File: config.mk
export PLATFORM = sky130hd
export DESIGN_NAME = vscale_lsu
export DESIGN_NICKNAME = d
export VERILOG_FILES = /design/src/rtl/vscale_lsu_pkg.sv /design/src/rtl/vscale_lsu_align.sv /design/src/rtl/vscale_lsu.sv
export SDC_FILE = /design/constraint.sdc
export NUM_CORES = 1
export LEC_CHECK = 0
export ABC_AREA = 1
export CAP_MARGIN = 5
export CELL_PAD_IN_SITES_DETAIL_PLACEMENT = 1
export CELL_PAD_IN_SITES_GLOBAL_PLACEMENT = 1
export CORE_ASPECT_RATIO = 0.7
export CORE_MARGIN = 3
export CORE_UTILIZATION = 31
export CTS_BUF_LIST = sky130_fd_sc_hd__clkbuf_2 sky130_fd_sc_hd__clkbuf_4 sky130_fd_sc_hd__clkbuf_8
export DETAILED_ROUTE_END_ITERATION = 10
export MAX_ROUTING_LAYER = met4
export PLACE_DENSITY = 0.86
export SYNTH_ARGS = -nofsm -noshare
export SYNTH_HDL_FRONTEND = slang
export SYNTH_SLANG_ARGS = --single-unit
File: constraint.sdc
create_clock -name clk -period 4.4 [get_ports clk]
set_input_delay 0.44 -clock clk [delete_from_list [all_inputs] [get_ports clk]]
set_output_delay 0.44 -clock clk [all_outputs]
set_load 0.005 [all_outputs]
File: src/rtl/vscale_lsu_pkg.sv
// Shared definitions for the vscale load/store unit: funct3 memory-size
// encodings, FSM state encoding and the alignment check.
package vscale_lsu_pkg;

  localparam int XLEN = 32;

  // funct3 memory-access sizes
  localparam logic [2:0] F3_B  = 3'd0;
  localparam logic [2:0] F3_H  = 3'd1;
  localparam logic [2:0] F3_W  = 3'd2;
  localparam logic [2:0] F3_BU = 3'd4;
  localparam logic [2:0] F3_HU = 3'd5;

  typedef enum logic [1:0] {
    ST_IDLE  = 2'd0,
    ST_REQ   = 2'd1,
    ST_RESP  = 2'd2,
    ST_FAULT = 2'd3
  } lsu_state_t;

  // Illegal sizes (3/6/7) are folded into the misaligned trap so they never reach the bus.
  function automatic logic lsu_misaligned(input logic [2:0] size, input logic [1:0] offset);
    logic mis;
    case (size)
      F3_B, F3_BU: mis = 1'b0;
      F3_H, F3_HU: mis = offset[0];
      F3_W:        mis = (offset != 2'b00);
      default:     mis = 1'b1;
    endcase
    return mis;
  endfunction

endpackage

File: src/rtl/vscale_lsu_align.sv
// Purely combinational lane handling: store data replication and byte
// strobes on one side, load extraction and extension on the other.
// Kept free of state so an instruction-side adapter can reuse it.
module vscale_lsu_align
  import vscale_lsu_pkg::*;
(
  input  logic [2:0]      i_st_size,
  input  logic [1:0]      i_st_offset,
  input  logic [XLEN-1:0] i_st_wdata,
  input  logic [2:0]      i_ld_size,
  input  logic [1:0]      i_ld_offset,
  input  logic [XLEN-1:0] i_ld_rdata,
  output logic [XLEN-1:0] o_st_wdata,
  output logic [3:0]      o_st_wstrb,
  output logic [XLEN-1:0] o_ld_data
);

  logic [XLEN-1:0] w_ld_shifted;

  // Store side: replicate the right-justified datum into every lane and pick strobes.
  always_comb begin
    o_st_wdata = i_st_wdata;
    o_st_wstrb = 4'b0000;
    case (i_st_size)
      F3_B, F3_BU: begin
        o_st_wdata = {4{i_st_wdata[7:0]}};
        o_st_wstrb = 4'b0001 << i_st_offset;
      end
      F3_H, F3_HU: begin
        o_st_wdata = {2{i_st_wdata[15:0]}};
        o_st_wstrb = 4'b0011 << i_st_offset;
      end
      F3_W: begin
        o_st_wdata = i_st_wdata;
        o_st_wstrb = 4'b1111;
      end
      default: begin
        o_st_wdata = i_st_wdata;
        o_st_wstrb = 4'b0000;
      end
    endcase
  end

  // Load side: bring the addressed bytes down to bit 0, then extend.
  always_comb begin
    w_ld_shifted = i_ld_rdata >> {i_ld_offset, 3'b000};
    case (i_ld_size)
      F3_B:    o_ld_data = {{24{w_ld_shifted[7]}}, w_ld_shifted[7:0]};
      F3_H:    o_ld_data = {{16{w_ld_shifted[15]}}, w_ld_shifted[15:0]};
      F3_W:    o_ld_data = i_ld_rdata;
      F3_BU:   o_ld_data = {24'd0, w_ld_shifted[7:0]};
      F3_HU:   o_ld_data = {16'd0, w_ld_shifted[15:0]};
      default: o_ld_data = '0;
    endcase
  end

endmodule

File: src/rtl/vscale_lsu.sv
// Load/store unit: turns the DX-stage data-memory access into a single
// outstanding word-aligned bus request and returns WB-stage results.
//
// state | meaning
// IDLE  | no access in flight; DX access may issue directly to the bus
// REQ   | request registered and held on the bus until accepted
// RESP  | request accepted, waiting for the bus response
// FAULT | one-cycle local trap for a misaligned / illegal-size access
//
// Combinational paths that need timing constraints:
//   i_bus_resp_valid -> o_dmem_wait -> (core) i_dmem_en -> o_bus_req_valid
//   DX inputs (i_dmem_*) -> o_bus_req_*
module vscale_lsu
  import vscale_lsu_pkg::*;
(
  input  logic            clk,
  input  logic            reset,
  input  logic            i_dmem_en,
  input  logic            i_dmem_wen,
  input  logic [2:0]      i_dmem_size,
  input  logic [XLEN-1:0] i_dmem_addr,
  input  logic [XLEN-1:0] i_dmem_wdata,
  output logic            o_dmem_wait,
  output logic            o_dmem_badmem_e,
  output logic [XLEN-1:0] o_load_data_WB,
  output logic            o_bus_req_valid,
  input  logic            i_bus_req_ready,
  output logic [XLEN-1:0] o_bus_req_addr,
  output logic            o_bus_req_wen,
  output logic [3:0]      o_bus_req_wstrb,
  output logic [XLEN-1:0] o_bus_req_wdata,
  input  logic            i_bus_resp_valid,
  input  logic [XLEN-1:0] i_bus_resp_rdata,
  input  logic            i_bus_resp_err
);

  lsu_state_t      r_state;

  // Request held across REQ cycles so the bus sees a stable value.
  logic [XLEN-1:0] r_req_addr;
  logic            r_req_wen;
  logic [3:0]      r_req_wstrb;
  logic [XLEN-1:0] r_req_wdata;

  // Per-access context needed when the response arrives in WB.
  logic [1:0]      r_wb_offset;
  logic [2:0]      r_wb_size;
  logic            r_wb_wen;

  logic            w_misaligned;
  logic            w_accept;
  logic            w_dx_issue;
  logic            w_resp_done;
  logic [XLEN-1:0] w_st_wdata;
  logic [3:0]      w_st_wstrb;
  logic [XLEN-1:0] w_ld_data;

  vscale_lsu_align u_align (
    .i_st_size   (i_dmem_size),
    .i_st_offset (i_dmem_addr[1:0]),
    .i_st_wdata  (i_dmem_wdata),
    .i_ld_size   (r_wb_size),
    .i_ld_offset (r_wb_offset),
    .i_ld_rdata  (i_bus_resp_rdata),
    .o_st_wdata  (w_st_wdata),
    .o_st_wstrb  (w_st_wstrb),
    .o_ld_data   (w_ld_data)
  );

  // A new DX access can be taken whenever nothing is outstanding, including
  // the cycle in which the previous response completes.
  always_comb begin
    w_misaligned = lsu_misaligned(i_dmem_size, i_dmem_addr[1:0]);
    w_resp_done  = (r_state == ST_RESP) && i_bus_resp_valid;
    w_accept     = (r_state == ST_IDLE) || (r_state == ST_FAULT) || w_resp_done;
    w_dx_issue   = w_accept && i_dmem_en && !w_misaligned;
  end

  // Bus request: registered copy while in REQ, otherwise straight from DX.
  always_comb begin
    if (r_state == ST_REQ) begin
      o_bus_req_valid = 1'b1;
      o_bus_req_addr  = r_req_addr;
      o_bus_req_wen   = r_req_wen;
      o_bus_req_wstrb = r_req_wstrb;
      o_bus_req_wdata = r_req_wdata;
    end else begin
      o_bus_req_valid = w_dx_issue;
      o_bus_req_addr  = {i_dmem_addr[XLEN-1:2], 2'b00};
      o_bus_req_wen   = i_dmem_wen;
      o_bus_req_wstrb = (w_dx_issue && i_dmem_wen) ? w_st_wstrb : 4'b0000;
      o_bus_req_wdata = w_st_wdata;
    end
  end

  // WB-stage status and load result.
  always_comb begin
    o_dmem_wait     = (r_state == ST_REQ) || ((r_state == ST_RESP) && !i_bus_resp_valid);
    o_dmem_badmem_e = (r_state == ST_FAULT) || (w_resp_done && i_bus_resp_err);
    o_load_data_WB  = (w_resp_done && !i_bus_resp_err && !r_wb_wen) ? w_ld_data : '0;
  end

  // Sequencing FSM; also captures WB context and the held request.
  always_ff @(posedge clk) begin
    if (reset) begin
      r_state     <= ST_IDLE;
      r_req_addr  <= '0;
      r_req_wen   <= 1'b0;
      r_req_wstrb <= 4'b0000;
      r_req_wdata <= '0;
      r_wb_offset <= 2'b00;
      r_wb_size   <= 3'd0;
      r_wb_wen    <= 1'b0;
    end else if (r_state == ST_REQ) begin
      if (i_bus_req_ready) begin
        r_state <= ST_RESP;
      end
    end else if (w_accept) begin
      if (i_dmem_en) begin
        r_wb_offset <= i_dmem_addr[1:0];
        r_wb_size   <= i_dmem_size;
        r_wb_wen    <= i_dmem_wen;
        if (w_misaligned) begin
          r_state <= ST_FAULT;
        end else if (i_bus_req_ready) begin
          r_state <= ST_RESP;
        end else begin
          r_state     <= ST_REQ;
          r_req_addr  <= {i_dmem_addr[XLEN-1:2], 2'b00};
          r_req_wen   <= i_dmem_wen;
          r_req_wstrb <= i_dmem_wen ? w_st_wstrb : 4'b0000;
          r_req_wdata <= w_st_wdata;
        end
      end else begin
        r_state <= ST_IDLE;
      end
    end
  end

endmodule

==> results of run 1 <==
per-stage QoR:
stage	hold WS [ps]	instances	utilization	area (µm²)	power [µW]
after floorplan	439	868	-	5050	1650
after global placement	452	1243	0.456	7180	2330
after detailed placement	457	1243	0.456	7180	2350
after CTS	471	1259	0.468	7360	2880
after global routing	483	1260	0.468	7360	3080
final	470	1260	0.468	7360	2850
registers in the layout, indices dropped and copies added, names as in the netlist:
name         flops
r_req_addr      30
r_req_wdata     32
r_state          2
r_req_wen        1
r_req_wstrb      4
r_wb_size        3
r_wb_offset      2
r_wb_wen         1
power groups by stage:
stage                     combinational [µW]  clock, µW  sequential [µW]
after floorplan                          856          0              792
after global placement                  1520          0              807
after detailed placement                1540          0              810
after CTS                               1540        537              795
after global routing                    1710        565              804
final                                   1540        522              795
cells in the final DEF, fill, tap and decap left out, types with 7 or more instances in the layout:
cell type	n
clkdlybuf4s50_1	206
buf_4	9
nand3_1	78
a22oi_1	8
a31oi_1	8
nor2_1	58
clkbuf_8	10
inv_1	65
o21ai_0	59
o211ai_1	11
dfxtp_1	75
a21oi_1	85
o22ai_1	7
nand2_1	328
Yosys cell counts, drive strengths merged:
library cell  instances
a22oi                 8
nand3                79
clkbuf               29
o21ai                60
o211ai               11
a22o                  4
nand4                 1
buf                  33
nand2               329
ha                    3
a31o                  1
conb                  1
nor2                 62
a31oi                 8
a21oi                86
inv                  69
dfxtp                75
o22ai                 7
nor3                  1
area by class of cell:
class	count	area (µm²)	area share
multi-input cells	662	2990	0.405
clock inverters	6	47.5	0.00646
inverters	69	259	0.0352
diodes	1	2.50	0.000340
clock buffers	10	138	0.0187
flip-flops and latches	75	1500	0.204
repair buffers	217	2150	0.293
well taps	220	275	0.0374
cells by family after synthesis:
group | Yosys count | share of synthesized area
other | 1 | 0.000743
AO/OA/AOI/OAI | 185 | 0.200
AND/OR/NAND/NOR | 472 | 0.379
adder cells (fa/ha/maj) | 3 | 0.00744
buffers and inverters | 131 | 0.115
flip-flops | 75 | 0.298
tightest hold or removal path, stage by stage, from the launching register on:
cell,delay (ps)
dfxtp_1,320
nand2_1,60
a21oi_1,50
metal layers:
layer / wire [µm] / vias to the layer above / part of all wire
met2: 8830 / 188 / 0.43
met4: 251 / 0 / 0.012
li1: - / 3133 / -
met5: 0 / - / 0
met3: 1540 / 18 / 0.075
met1: 10000 / 2921 / 0.49
how the worst max path moves through the flow:
stage | startpoint | end | slack, ps | cells after the start
floorplan | r_state[1]$_SDFFE_PP0P_ | o_bus_req_wstrb[0] | 2460 | 10
global placement | i_dmem_size[1] | o_bus_req_wdata[30] | 1150 | 8
detailed placement | i_dmem_size[1] | o_bus_req_wdata[24] | 1050 | 8
CTS | r_wb_offset[1]$_SDFFE_PP0P_ | o_load_data_WB[22] | 880 | 8
global route | r_wb_offset[1]$_SDFFE_PP0P_ | o_load_data_WB[22] | 630 | 8
finish | r_wb_offset[1]$_SDFFE_PP0P_ | o_load_data_WB[22] | 940 | 8
==> summary.txt, run 1 <==
Timing
  • Max-slew headroom: 0.403
  • Fin. max-slew vios: 0
  • Min Tclk post-route: between 3000 and 4000 ps
  • Setup TNS: 0 ps
  • Fin crit share: 0.785
  • RSZ-0062 raised after global routing: false
  • Final setup vio count: 0
  • Hold Fails Final Rpt: 0
  • Slew @ Worst Pin: roughly 900 ps
  • Setup clock skew after layout: 17.7 ps
  • Setup ws final: about 940 ps
  • Fmax: a little under 300 MHz

Min path
  • HP Class: reg -> reg
  • Hold Startpoint: r_req_wdata[21]$_SDFFE_PP0P_
  • Worst Hold Depth: 2
  • Worst Hold End: r_req_wdata[21]$_SDFFE_PP0P_

Global route
  • Initial antenna violation count: 1
  • Global-route usage over all layers: 0.230
  • Met1 usage: 0.321
  • Pin count of the biggest net entering global routing: 68
  • Grt ovf: 0
  • GR Util met3: 0.0604
  • Busiest grt layer: met2
  • Met2 Usage GRT: 0.336
  • First-pass GRT wire length: between 30000 and 40000 µm
  • Vias in the first global route: ~6.4k

Yosys
  • Cell taking the most area after synthesis: dfxtp_1
  • Synth Register Bits: 75
  • Mapped Cells: between 800 and 900
  • Synth area leaders: dfxtp_1, nand2_1, a21oi_1
  • Synthesis Warnings: 0
  • Syn Std Cell Area: 5050 µm²
  • Synth cell types: 29
  • Seq/Total Area, Yosys: 0.298
  • Synth top area share: 0.298
  • Avg Cell Area, Syn: approximately 5.8 µm²

Drt
  • Drt total wl: just over 20000 µm
  • Drc violations: 0
  • DRT Pass-1 Iters: 4
  • Detailed-route via count: 6260
  • DR iter-0 viols: about 310
  • Routed Antenna Nets: 0
  • Routed len/inst: approximately 16 µm
  • Vias per std cell: around 5.0

Floorplan
  • Cell Rows: 38
  • Starting density of the core: 0.321
  • Die ar.: 17900 µm²
  • Chip height: around 110 µm
  • Io pins: 210
  • Die extent in x: between 150 and 200 µm
  • Core region area: ~16000 µm²

CTS
  • Post-CTS Setup Bufs: 0
  • Maximum clock path buffer count: 2
  • CTS Root Cell: clkbuf_8
  • TritonCTS clock tree: built
  • Post-cts resize count: 0
  • Post-CTS Hold Fix Bufs: 0
  • H-tree levels: 3
  • CTS Buf Count: 9
  • CTS Sinks: 75
  • Clk slew on worst S/H paths: approximately 90 ps
  • Clk_lat worst skew: roughly 360 ps

Critical path
  • Crit end category: output port
  • CP Max Fanout: 16
  • Req. time, crit path: approximately 4000 ps
  • Critical R2R Capture: r_req_addr[17]$_SDFFE_PP0P_
  • Slowest cell on the critical path: dfxtp_1
  • Worst endpoint data arrival time: a little over 3000 ps
  • WP buf/inv: 3
  • CP peak stage delay: 600 ps
  • Worst path cell trace: inv_1 > o211ai_1 > nand2_1 > nand2_2 > nand2_1 > o21ai_0 > inv_1 > clkdlybuf4s50_1
  • CP Class: reg -> out
  • Cells on worst reg2reg path: 9
  • R2r setup slk: between 1500 and 2000 ps
  • Cell family with most CP delay: buffers and inverters
  • RR Startpoint: r_state[1]$_SDFFE_PP0P_
  • CP Launch Type: register

Placed design
  • Number of port buffers: ~210
  • Worst slack, placed: about 1100 ps
  • RD Place Congestion: between 0.8 and 0.9
  • DPL Wire Length: between 10000 and 15000 µm

Power
  • VDD IR max: about 0.17 mV
  • Switching share of power: 0.436
  • Logic pwr share: 0.538
  • Part of the power in registers: 0.279
  • P_sw: 1240 µW
  • Internal cell power: 1610 µW
  • Leak pwr: around 0.0032 µW
  • Clock share of power: 0.183
  • P per Cell Area: 387 nW/µm²

Finish
  • Layout cells sized above 1: 0.0395
  • Nets: approximately 1.1k
  • Area delta synth->final: 45.9%
  • Filler cell count: 2101

Run
  • Max-cap violations: 0

Run status
  • Status: complete, no violations
No activity file was read; power rests on OpenSTA's default activity.
==> run 2, diff against run 1 <==
--- a/config.mk
+++ b/config.mk
@@ -11,11 +11,11 @@
 export CELL_PAD_IN_SITES_GLOBAL_PLACEMENT = 1
 export CORE_ASPECT_RATIO = 0.7
 export CORE_MARGIN = 3
-export CORE_UTILIZATION = 31
+export CORE_UTILIZATION = 29
 export CTS_BUF_LIST = sky130_fd_sc_hd__clkbuf_2 sky130_fd_sc_hd__clkbuf_4 sky130_fd_sc_hd__clkbuf_8
 export DETAILED_ROUTE_END_ITERATION = 10
 export MAX_ROUTING_LAYER = met4
-export PLACE_DENSITY = 0.86
+export PLACE_DENSITY = 0.81
 export SYNTH_ARGS = -nofsm -noshare
 export SYNTH_HDL_FRONTEND = slang
 export SYNTH_SLANG_ARGS = --single-unit
==> constraint.sdc (replaced) <==
create_clock -name clk -period 3.33 [get_ports clk]
set_input_delay 0.333 -clock clk [delete_from_list [all_inputs] [get_ports clk]]
set_output_delay 0.333 -clock clk [all_outputs]
set_load 0.005 [all_outputs]
==> run 2 against run 1 <==
Worst hold slack got worse by 120 ps. Power increased by 36%. Core utilization decreased by 2.1 points. Sequential share of layout area decreased by 0.26 points. Via count increased by 0.14%. Clock power increased by 52%. Non-clock buffer count increased by 6. Count of clock-buffer cells in the layout decreased by 1. Register-to-register slack got worse by 530 ps. Sequential power increased by 32%. Global-route usage decreased by 0.60 points. Die area increased by 6.6%. Critical endpoint is now o_load_data_WB[26]. Largest power group unchanged. Highest routed layer unchanged.
==> summary.txt, run 2 (synthesis results as in run 1) <==
Run status
  • Status: complete, no violations

CTS
  • Maximum clock path buffer count: 2
  • TritonCTS clock tree: built
  • Clk slew on worst S/H paths: about 90 ps
  • CTS Root Cell: clkbuf_8
  • CTS Sinks: 75
  • Clk_lat worst skew: about 350 ps
  • Post-CTS Setup Bufs: 0
  • CTS Buf Count: 9
  • H-tree levels: 3

Floorplan
  • Die ar.: between 15000 and 20000 µm²
  • Cell Rows: 39
  • Io pins: 210
  • Die extent in x: approximately 160 µm
  • Core region area: roughly 17000 µm²
  • Starting density of the core: 0.302
  • Chip height: about 120 µm

Power
  • Internal cell power: around 2300 µW
  • Switching share of power: 0.417
  • VDD IR max: roughly 0.34 mV
  • Clock share of power: 0.205
  • Logic pwr share: 0.525
  • P per Cell Area: ~520 nW/µm²
  • Leak pwr: about 0.0033 µW
  • Part of the power in registers: 0.270
  • P_sw: 1620 µW

Timing
  • Worst hold margin: between 300 and 400 ps
  • RSZ-0062 raised after global routing: false
  • Hold Fails Final Rpt: 0
  • Final setup vio count: 0
  • Setup clock skew after layout: between 9 and 10 ps
  • Max-slew headroom: 0.528
  • Min Tclk post-route: about 3000 ps
  • Fin. max-slew vios: 0
  • Setup ws final: between 300 and 400 ps
  • Setup TNS: 0 ps
  • Fmax: 340 MHz
  • Slew @ Worst Pin: roughly 710 ps
  • Fin crit share: 0.883

Placed design
  • Worst slack, placed: 500 ps
  • DP Area: about 7200 µm²
  • Number of port buffers: a little over 200
  • DPL Wire Length: roughly 15000 µm
  • RD Place Congestion: roughly 0.85

Finish
  • Biggest register: r_req_wdata
  • Area delta synth->final: 47.8%
  • Nets: between 1k and 1.5k
  • Filler cell count: 2189
  • Final instance area: between 7000 and 8000 µm²
  • Layout cells sized above 1: 0.0450
  • Largest regs: r_req_wdata (32), r_req_addr (30), r_req_wstrb (4)
  • Max reg flops: 32
  • Commonest non-fill, non-tap cell in the layout: nand2_1
  • Most frequent cells in the layout: nand2_1, clkdlybuf4s50_1, a21oi_1, nand3_1, dfxtp_1

Critical path
  • CP startpoint: r_wb_offset[0]$_SDFFE_PP0P_
  • Crit end category: output port
  • RR Startpoint: r_state[1]$_SDFFE_PP0P_
  • CP Launch Type: register
  • R2r setup slk: approximately 1200 ps
  • Worst endpoint data arrival time: around 2600 ps
  • Req. time, crit path: 3000 ps
  • CP Class: reg -> out
  • CP Max Fanout: 15

Run
  • Max-cap violations: 0

Min path
  • HP Class: in -> reg
  • Hold Startpoint: reset

Global route
  • Global-route usage over all layers: 0.224
  • First-pass GRT wire length: around 33000 µm
  • Grt ovf: 0
  • Pin count of the biggest net entering global routing: 75
  • Vias in the first global route: ~6.4k
  • Initial antenna violation count: 1

Drt
  • Routed Antenna Nets: 0
  • Vias per std cell: between 4 and 5
  • Routed len/inst: approximately 16 µm
  • Detailed-route via count: 6269
  • Drc violations: 0
  • Drt total wl: approximately 21000 µm
  • DRT Pass-1 Iters: 5
  • DR iter-0 viols: approximately 400
==> run 2: what timing repair did <==
action	in CTS	in global routing
hold endpoints to repair	0	0
hold buffers	0	0
setup endpoints to repair	0	15
gates resized for setup	0	1
==> run 2: cell type report <==
type	count	area, µm²	share of cell area
diodes	1	2.50	0.000336
clock buffers	9	124	0.0166
clock inverters	6	90.1	0.0121
inverters	69	259	0.0347
multi-input cells	662	2990	0.401
flip-flops and latches	75	1500	0.201
well taps	225	282	0.0377
repair buffers	223	2210	0.297
==> run 2: power by group through the flow <==
stage	Combinational [µW]	Sequential (µW)	Clock (µW)
after global placement	2030	1070	0
after detailed placement	2040	1070	0
after floorplan	1130	1050	0
after global routing	2300	1060	864
final	2040	1050	796
after CTS	2060	1050	815
==> run 2: metrics by stage <==
stage	total power [µW]	utilization	std cells
6_report	3890	0.447	1270
5_1_grt	4230	0.447	1270
4_1_cts	3920	0.447	1269
3_5_place_dp	3110	0.434	1254
3_3_place_gp	3100	0.434	1254
2_1_floorplan	2180	-	868
==> run 2: layer usage <==
layer / share of wire / up-vias / GRT usage
li1: - / 3141 / -
met5: 0 / - / -
met2: 0.43 / 173 / 0.332
met4: 0.0082 / 0 / 0.0411
met3: 0.073 / 14 / 0.0635
met1: 0.49 / 2941 / 0.308
==> run 2: path summary, 6_finish.rpt <==
| kind | end | cells after the start |
|---|---|---|
| worst max-delay path | o_load_data_WB[26] | 9 |
| worst min-delay path | r_req_addr[5]$_SDFFE_PP0P_ | 2 |
| worst max register to register | r_req_wstrb[2]$_SDFFE_PP0P_ | 10 |
| worst min register to register | r_req_wen$_SDFFE_PP0P_ | 2 |
==> run 2: worst max-delay path, stage by stage (launching register included) <==
cell             delay (ps)
dfxtp_1                 520
buf_4                   260
nand2_1                  70
o211ai_1                120
nand2_1                 120
nand2_2                 220
nand2_2                 230
o21ai_0                 210
inv_1                    60
clkdlybuf4s50_1         450
==> run 3, diff against run 2 <==
==> constraint.sdc (replaced) <==
create_clock -name clk -period 2.71 [get_ports clk]
set_input_delay 0.271 -clock clk [delete_from_list [all_inputs] [get_ports clk]]
set_output_delay 0.271 -clock clk [all_outputs]
set_load 0.005 [all_outputs]
==> run 3 against run 2 <==
Register-to-register slack got worse by 700 ps. Sequential cell count did not move. Routed wire length rose by 2.0%. Largest cell class unchanged. Critical endpoint is now o_bus_req_wstrb[0]. Count of clock-buffer cells in the layout did not move. Final area rose by 2.1%. Via count rose by 1.9%. Core utilization rose by 0.95 points. Sequential share of layout area fell by 0.35 points. Clock power rose by 23%.
==> summary.txt, run 3 (synthesis results as in run 1) <==
Timing
  • Setup TNS: 0 ps
  • Slew @ Worst Pin: approximately 600 ps
  • Fin crit share: 0.960
  • Fmax: between 300 and 400 MHz
  • Min Tclk post-route: between 2000 and 3000 ps
  • Hold Fails Final Rpt: 0
  • Max-slew headroom: 0.601
  • Fin. max-slew vios: 0
  • Setup clock skew after layout: between 10 and 15 ps
  • Worst hold margin: about 390 ps
  • Final setup vio count: 0
  • RSZ-0062 raised after global routing: true

Finish
  • Nets: approximately 1.2k
  • FF+latch area: roughly 1500 µm²
  • Area delta synth->final: 51.0%
  • Diodes inserted: 0
  • Commonest non-fill, non-tap cell in the layout: nand2_1
  • Layout cells sized above 1: 0.0652
  • Area of the multi-input gates: 2990 µm²
  • Max reg flops: 32
  • Largest regs: r_req_wdata (32), r_req_addr (30), r_req_wstrb (4)
  • Biggest register: r_req_wdata
  • Most frequent cells in the layout: nand2_1, clkdlybuf4s50_1, a21oi_1, nand3_1, dfxtp_1
  • Filler cell count: about 2.2k
  • Non-filler instance count after layout: around 1.3k

Drt
  • DR iter-0 viols: 374
  • Routed Antenna Nets: 0
  • Routed len/inst: about 16 µm
  • Drc violations: 0
  • DRT Pass-1 Iters: 5
  • Detailed-route via count: roughly 6.4k
  • Drt total wl: 21100 µm
  • Vias per std cell: 4.98

CTS
  • Post-CTS Hold Fix Bufs: 0
  • Maximum clock path buffer count: 2
  • H-tree levels: 3
  • TritonCTS clock tree: built
  • Clk_lat worst skew: 350 ps
  • Clk slew on worst S/H paths: 90 ps
  • CTS Buf Count: 9
  • CTS Sinks: 75
  • CTS Root Cell: clkbuf_8

Floorplan
  • Io pins: 210
  • Core region area: around 17000 µm²
  • Die extent in x: about 160 µm
  • Chip height: around 120 µm
  • Cell Rows: 39
  • Die ar.: about 19000 µm²
  • Starting density of the core: 0.302

Critical path
  • Req. time, crit path: approximately 2400 ps
  • Most frequent CP cell: inv_2
  • CP Class: reg -> out
  • Slowest cell on the critical path: clkdlybuf4s50_1
  • Cells on worst reg2reg path: 10
  • Crit end category: output port
  • CP Launch Type: register
  • CP Max Fanout: 7
  • Worst path cell trace: buf_4 > ha_2 > inv_2 > nand2_1 > nor2_2 > inv_2 > nor2_4 > a22o_1 > clkdlybuf4s50_1
  • CP peak stage delay: 490 ps
  • Worst endpoint data arrival time: 2330 ps

Min path
  • HP Class: in -> reg
  • Worst Hold Depth: 3

Placed design
  • Number of port buffers: roughly 210
  • Placed cell count: between 1k and 1.5k
  • RD Place Congestion: 0.854
  • DPL Wire Length: roughly 15000 µm

Global route
  • First-pass GRT wire length: approximately 34000 µm
  • Vias in the first global route: approximately 6.5k
  • Pin count of the biggest net entering global routing: 62
  • Initial antenna violation count: 0
  • Global-route usage over all layers: 0.225
  • Grt ovf: 0

Power
  • P per Cell Area: 649 nW/µm²
  • VDD IR max: 0.294 mV
  • Leak pwr: between 0.003 and 0.004 µW

Run status
  • Status: complete, no violations

Run
  • Max-cap violations: 0
==> run 3: final cells by class <==
type                       instances  area share
inverter                          69      0.0345
clock inverter                     6      0.0118
timing repair buffer             238       0.310
clock buffer                       9      0.0163
multi-input combinational        662       0.393
sequential                        75       0.198
tap                              225      0.0370
==> run 3: path summary, 6_finish.rpt <==
check,startpoint,endpoint,slack (ps)
min reg2reg,r_req_wdata[29]$_SDFFE_PP0P_,r_req_wdata[29]$_SDFFE_PP0P_,470
max reg2reg,r_state[0]$_SDFFE_PP0P_,r_req_wdata[18]$_SDFFE_PP0P_,510
max,r_state[0]$_SDFFE_PP0P_,o_bus_req_wstrb[0],110
min,reset,r_req_addr[30]$_SDFFE_PP0P_,390
==> run 3: what timing repair did <==
item / 4_1_cts / 5_1_grt
buffers inserted: 1 / 4
endpoints found under the setup margin: 11 / 29
pin swaps: 1 / 2
cloned: 0 / 0
gates resized for setup: 2 / 11
==> run 3: per-layer routing <==
metal | global-route usage | part of all wire | up-vias
met1 | 0.309 | 0.49 | 3029
met4 | 0.0310 | 0.0056 | 0
met3 | 0.0557 | 0.073 | 11
met5 | - | 0 | -
li1 | - | - | 3167
met2 | 0.343 | 0.43 | 183
==> run 3: where the power goes <==
group / switching, µW / total, µW / internal (µW)
Combinational: 1520 / 2680 / 1170
Sequential: 68.2 / 1280 / 1220
Clock: 460 / 977 / 517
Total: 2040 / 4940 / 2900
==> run 3: worst max-delay path: cells and delay by family, from the launching register on <==
kind | cells | cell delay (ps)
buf+inv | 4 | 780
simple gates | 3 | 470
flops | 1 | 360
fa+ha+maj | 1 | 200
compound gates | 1 | 160
==> run 3: stage by stage <==
stage | worst slack, ps | power, µW | cell area, µm² | utilization
after global routing | -49.0 | 5350 | 7620 | 0.456
after CTS | 26.7 | 4950 | 7570 | 0.453
after detailed placement | 156 | 3940 | 7340 | 0.440
after floorplan | 939 | 2670 | 5050 | -
after global placement | 235 | 3900 | 7340 | 0.440
final | 109 | 4940 | 7620 | 0.456
